`config.mk`:
```
export PLATFORM = sky130hd
export DESIGN_NAME = qspline_udiv_seq_20ns_10ns
export DESIGN_NICKNAME = d
export VERILOG_FILES = /design/src/rtl/qspline_udiv_pkg.sv /design/src/rtl/qspline_udiv_step.sv /design/src/rtl/qspline_udiv_seq_20ns_10ns.sv
export SDC_FILE = /design/constraint.sdc
export NUM_CORES = 1
export LEC_CHECK = 0
export ABC_AREA = 1
export BUFFER_PORTS_ARGS = -buffer_cell sky130_fd_sc_hd__buf_2
export CORE_MARGIN = 2
export CORE_UTILIZATION = 35
export CTS_CLUSTER_DIAMETER = 50
export DETAILED_ROUTE_END_ITERATION = 16
export GPL_TIMING_DRIVEN = 0
export SLEW_MARGIN = 20
export SYNTH_ARGS = -nofsm -noshare
export SYNTH_HDL_FRONTEND = slang
export SYNTH_SLANG_ARGS = --single-unit
```
`constraint.sdc`:
```
create_clock -name ap_clk -period 5.04 [get_ports ap_clk]
set_input_delay 1.008 -clock ap_clk [delete_from_list [all_inputs] [get_ports ap_clk]]
set_output_delay 1.008 -clock ap_clk [all_outputs]
set_load 0.02 [all_outputs]
```
`src/rtl/qspline_udiv_pkg.sv`:
```
// Shared constants and FSM state type for the sequential restoring divider.
package qspline_udiv_pkg;

  localparam int DIN0_WIDTH_DEF = 20;
  localparam int DIN1_WIDTH_DEF = 10;

  typedef enum logic [1:0] {
    IDLE = 2'd0,
    RUN  = 2'd1,
    DONE = 2'd2
  } state_t;

endpackage

```
`src/rtl/qspline_udiv_step.sv`:
```
// One radix-2 restoring division iteration: shift in a dividend bit, then
// subtract the divisor when it fits.
module qspline_udiv_step #(
  parameter int WIDTH = 10
) (
  input  logic [WIDTH-1:0] rem_in,
  input  logic             dividend_bit,
  input  logic [WIDTH-1:0] divisor,
  output logic [WIDTH-1:0] rem_out,
  output logic             q_bit
);

  logic [WIDTH:0] partial;
  logic [WIDTH:0] diff;

  // rem_in < divisor, so the restored or reduced remainder always fits WIDTH bits
  always_comb begin
    partial = {rem_in, dividend_bit};
    diff    = partial - {1'b0, divisor};
    q_bit   = (partial >= {1'b0, divisor});
    rem_out = WIDTH'(q_bit ? diff : partial);
  end

endmodule

```
`src/rtl/qspline_udiv_seq_20ns_10ns.sv`:
```
// Sequential unsigned divider, one quotient bit per cycle, MSB first.
// Define QSPLINE_UDIV_ZERO_SKIP_EN to short-circuit zero divisors straight to DONE.
module qspline_udiv_seq_20ns_10ns
  import qspline_udiv_pkg::*;
#(
  parameter int din0_WIDTH = DIN0_WIDTH_DEF,
  parameter int din1_WIDTH = DIN1_WIDTH_DEF,
  parameter int dout_WIDTH = DIN0_WIDTH_DEF
) (
  input  logic                  ap_clk,
  input  logic                  ap_rst,
  input  logic                  ap_start,
  input  logic [din0_WIDTH-1:0] din0,
  input  logic [din1_WIDTH-1:0] din1,
  output logic                  ap_idle,
  output logic                  ap_done,
  output logic [dout_WIDTH-1:0] dout,
  output logic [din1_WIDTH-1:0] rem,
  output logic                  div_by_zero
);

  localparam int CNT_W = $clog2(din0_WIDTH + 1);
  localparam logic [CNT_W-1:0] LAST_CNT = CNT_W'(din0_WIDTH);

  state_t                state;
  state_t                next_state;
  logic [CNT_W-1:0]      cnt;
  logic [din0_WIDTH-1:0] dividend;
  logic [din1_WIDTH-1:0] divisor;
  logic [din1_WIDTH-1:0] part_rem;
  logic [din1_WIDTH-1:0] step_rem;
  logic                  step_q;
  logic                  divisor_zero;

  assign divisor_zero = (divisor == '0);

  qspline_udiv_step #(
    .WIDTH(din1_WIDTH)
  ) u_step (
    .rem_in      (part_rem),
    .dividend_bit(dividend[din0_WIDTH-1]),
    .divisor     (divisor),
    .rem_out     (step_rem),
    .q_bit       (step_q)
  );

  always_ff @(posedge ap_clk) begin
    if (ap_rst) state <= IDLE;
    else        state <= next_state;
  end

  // RUN leaves one cycle after the final step so the last quotient bit is settled
  always_comb begin
    next_state = state;
    case (state)
      IDLE: if (ap_start) next_state = RUN;
      RUN: begin
`ifdef QSPLINE_UDIV_ZERO_SKIP_EN
        if (divisor_zero || cnt == LAST_CNT) next_state = DONE;
`else
        if (cnt == LAST_CNT) next_state = DONE;
`endif
      end
      DONE:    next_state = IDLE;
      default: next_state = IDLE;
    endcase
  end

  assign ap_idle = (state == IDLE);
  assign ap_done = (state == DONE);

  // The dividend register doubles as the quotient: each step shifts a quotient bit into its LSB
  always_ff @(posedge ap_clk) begin
    if (ap_rst) begin
      cnt         <= '0;
      dividend    <= '0;
      divisor     <= '0;
      part_rem    <= '0;
      dout        <= '0;
      rem         <= '0;
      div_by_zero <= 1'b0;
    end else begin
      case (state)
        IDLE: begin
          if (ap_start) begin
            dividend <= din0;
            divisor  <= din1;
            part_rem <= '0;
            cnt      <= '0;
          end
        end
        RUN: begin
          if (next_state == DONE) begin
            div_by_zero <= divisor_zero;
            dout        <= divisor_zero ? '1 : dout_WIDTH'(dividend);
            rem         <= divisor_zero ? '0 : part_rem;
          end else begin
            part_rem <= step_rem;
            dividend <= {dividend[din0_WIDTH-2:0], step_q};
            cnt      <= cnt + 1'b1;
          end
        end
        default: ;
      endcase
    end
  end

endmodule

```
==> impl_metrics.tcl <==
set metrics [dict create \
    outcome "finished, final reports clean" \
    critPathCaptureType "primary output" \
    dp_hpwl_um 7710 \
    cts_setup_buffers 0 \
    io_buffers 64 \
    grt_pass1_wl_um 16500 \
    finalHoldViolCount 0 \
    synth_seq_cells 78 \
    r2r-start "dividend[19]" \
    yosysUniqueCellTypes 31 \
    cts_hold_buffers 0 \
    vias_per_cell 4.84 \
    reg2reg_to "part_rem[6]" \
    wl_per_cell_um 13.2 \
    dieHeight_um 108 \
    grt_antenna_before_repair 0 \
    antenna_left 0 \
    post-route-min-period_ns 2.08 \
    worstPathCellList "inv_1 > nor2_1 > buf_2" \
    dpl.cell_count 726 \
    critPathArrivalTime_ns 1.08 \
    grt_pass1_vias 3533 \
    cts_max_level 3 \
    final_cells 742 \
    async_flop_share 0 \
    fp.coreArea_um2 10700 \
    clockRootBuffer "clkbuf_8" \
    boundaryPins 66 \
    relSlewSlack 0.637 \
    min_to "rem[6]" \
    final_max_slew_viol_count 0 \
    firstDrtPassIters 5 \
    cp_max_fo 2 \
    fp.dieArea_um2 11700 \
    synth_commonest_cells "117 x nand2_1, 78 x dfxtp_1, 71 x a21oi_1" \
    worstSkewPairLatency_ns 0.35 \
    yosysTopAreaCellShare 0.411 \
    cp_top_family "flip-flops" \
    tightest_slew_ns 0.545 \
    start_kind "flip-flop" \
    synth_edf_count 0 \
    num_rows 38 \
    yosysSeqAreaShare 0.411 \
    layout-drive-gt1-share 0.183 \
    grt.total_usage 0.180 \
    syn-instance-count 522 \
    r2r_slack_ns 3.17 \
    path_clk_slew_ns 0.08 \
    power_density_nw_per_um2 458 \
    synth_area_leaders "dfxtp_1 41%, nand2_1 12%, a21oi_1 9.4%, nand3_1 4.9%, inv_1 4.7%" \
    syn-num-nets 568 \
    leakagePower_nw 1.96 \
    place.gp.congestion 0.889 \
    hp-class "flip-flop to flip-flop" \
    num_antenna_cells 0 \
    drt_wl_total_um 9830 \
    area_delta_synth_final_pct 17.7 \
    yosysWarnings 0 \
    skew_ns 0.0113 \
    num_vias 3589 \
    min-delay-start "rem[6]" \
    cts_repair_resize_count 0 \
    maxCapViolations 0 \
    synth_area_um2 3800 \
    clock_path_buffers 2 \
    rsz0062_at_grt "false" \
    nets 643 \
    grt_overflow 0 \
    dieWidth_um 108 \
    cts_tree "built" \
    hold_depth 2 \
    cp_slowest_stage_delay_ns 0.33 \
    cp_num_buf_inv 2 \
    avgSynthCellArea_um2 7.28 \
    numCtsBuffers 9 \
    r2r_cells 13 \
    max-vdd-ir-drop_mv 0.252 \
    crit_slowest_cell "dfxtp_1" \
    yosysMostFrequentCell "nand2_1" \
    start_util 0.355 \
    crit_type "flip-flop to primary output" \
    setup_viol 0 \
    clock_sinks 78 \
    tns_ns 0 \
    ys.flop_type "dfxtp_1" \
    grt_max_degree 14 \
    drt_iter0_drc 146 \
    fin_crit_sh 0.413 \
    yosys.area.top_type "dfxtp_1" \
    worstPathRequired_ns 4.03 \
    drcViolationCount 0 \
    fmax_mhz 480 \
]
-- cell families after synthesis --
family	count (synthesis)	share of synthesized area
AOI/OAI and AO/OA	130	0.180
xor gates and xnor gates	4	0.00922
adders and majority gates	13	0.0448
buffers and inverters	85	0.103
DFF	78	0.411
and+or+nand+nor	212	0.251
-- stage by stage --
stage	worst slack, ns	cell area, µm²	power [W]	hold WS, ns	utilization
2_1_floorplan	3.22	3800	0.00144	0.449	-
3_3_place_gp	2.88	4290	0.00161	0.452	0.401
3_5_place_dp	2.85	4290	0.00163	0.456	0.401
4_1_cts	2.93	4470	0.00207	0.468	0.418
5_1_grt	2.88	4470	0.00223	0.485	0.418
6_report	2.96	4470	0.00205	0.467	0.418
-- per-layer routing --
metal | vias up | GRT usage | routed length (µm)
li1 | 1892 | - | -
met1 | 1627 | 0.236 | 4740
met2 | 60 | 0.292 | 4600
met3 | 10 | 0.0307 | 349
met4 | 0 | 0.0751 | 133
met5 | - | 0 | 0
-- tightest hold or removal path: stages (launching register included) --
cell and delay (ns):
dfxtp_1 0.31, nand2_1 0.06, a21oi_1 0.05
-- cell usage in the layout, fill, tap and decap left out, types with 2 or more instances in the layout --
master / count
nand2_1: 117
dfxtp_1: 78
a21oi_1: 71
buf_2: 70
inv_1: 48
nand3_1: 37
nor2_1: 31
o21ai_0: 26
a31oi_1: 19
clkbuf_1: 16
nand4_1: 14
o21ai_1: 12
ha_1: 12
clkbuf_8: 10
buf_6: 6
buf_4: 5
inv_2: 4
xnor2_1: 3
nand2_2: 2
nor2_4: 2
nor3_2: 2
nor3_1: 2
clkinvlp_4: 2
clkinv_2: 2
-- state kept, by name (all words and copies together) (netlist names) --
register,count
dividend,20
dout,20
divisor,10
part_rem,10
rem,10
cnt,5
state,2
div_by_zero,1
-- layout make-up --
type                    instances  area (µm²)
flip-flops and latches         78        1560
plain buffers                  32         191
well taps                     140         175
clock buffers                  11         141
inverters                      53         201
multi-input cells             359        1840
fillers                      1146        6230
clock inverters                 5        33.8
repair buffers                 64         320
-- where the power goes --
part / internal, W / switching (W)
Combinational: 0.000351 / 0.000545
Clock: 0.000192 / 0.000230
Sequential: 0.000674 / 0.0000560
-- worst max-delay path by stage --
| stage | endpoint | slack [ns] | depth (start not counted) | start |
|---|---|---|---|---|
| finish | ap_done | 2.96 | 3 | state[1] |
| detailed placement | dividend[10] | 2.85 | 5 | ap_rst |
| floorplan | dividend[11] | 3.22 | 7 | ap_start |
| global route | ap_idle | 2.88 | 2 | state[0] |
| CTS | ap_idle | 2.93 | 2 | state[0] |
| global placement | divisor[3] | 2.88 | 5 | ap_rst |
Power figures use the tool's default switching activity.
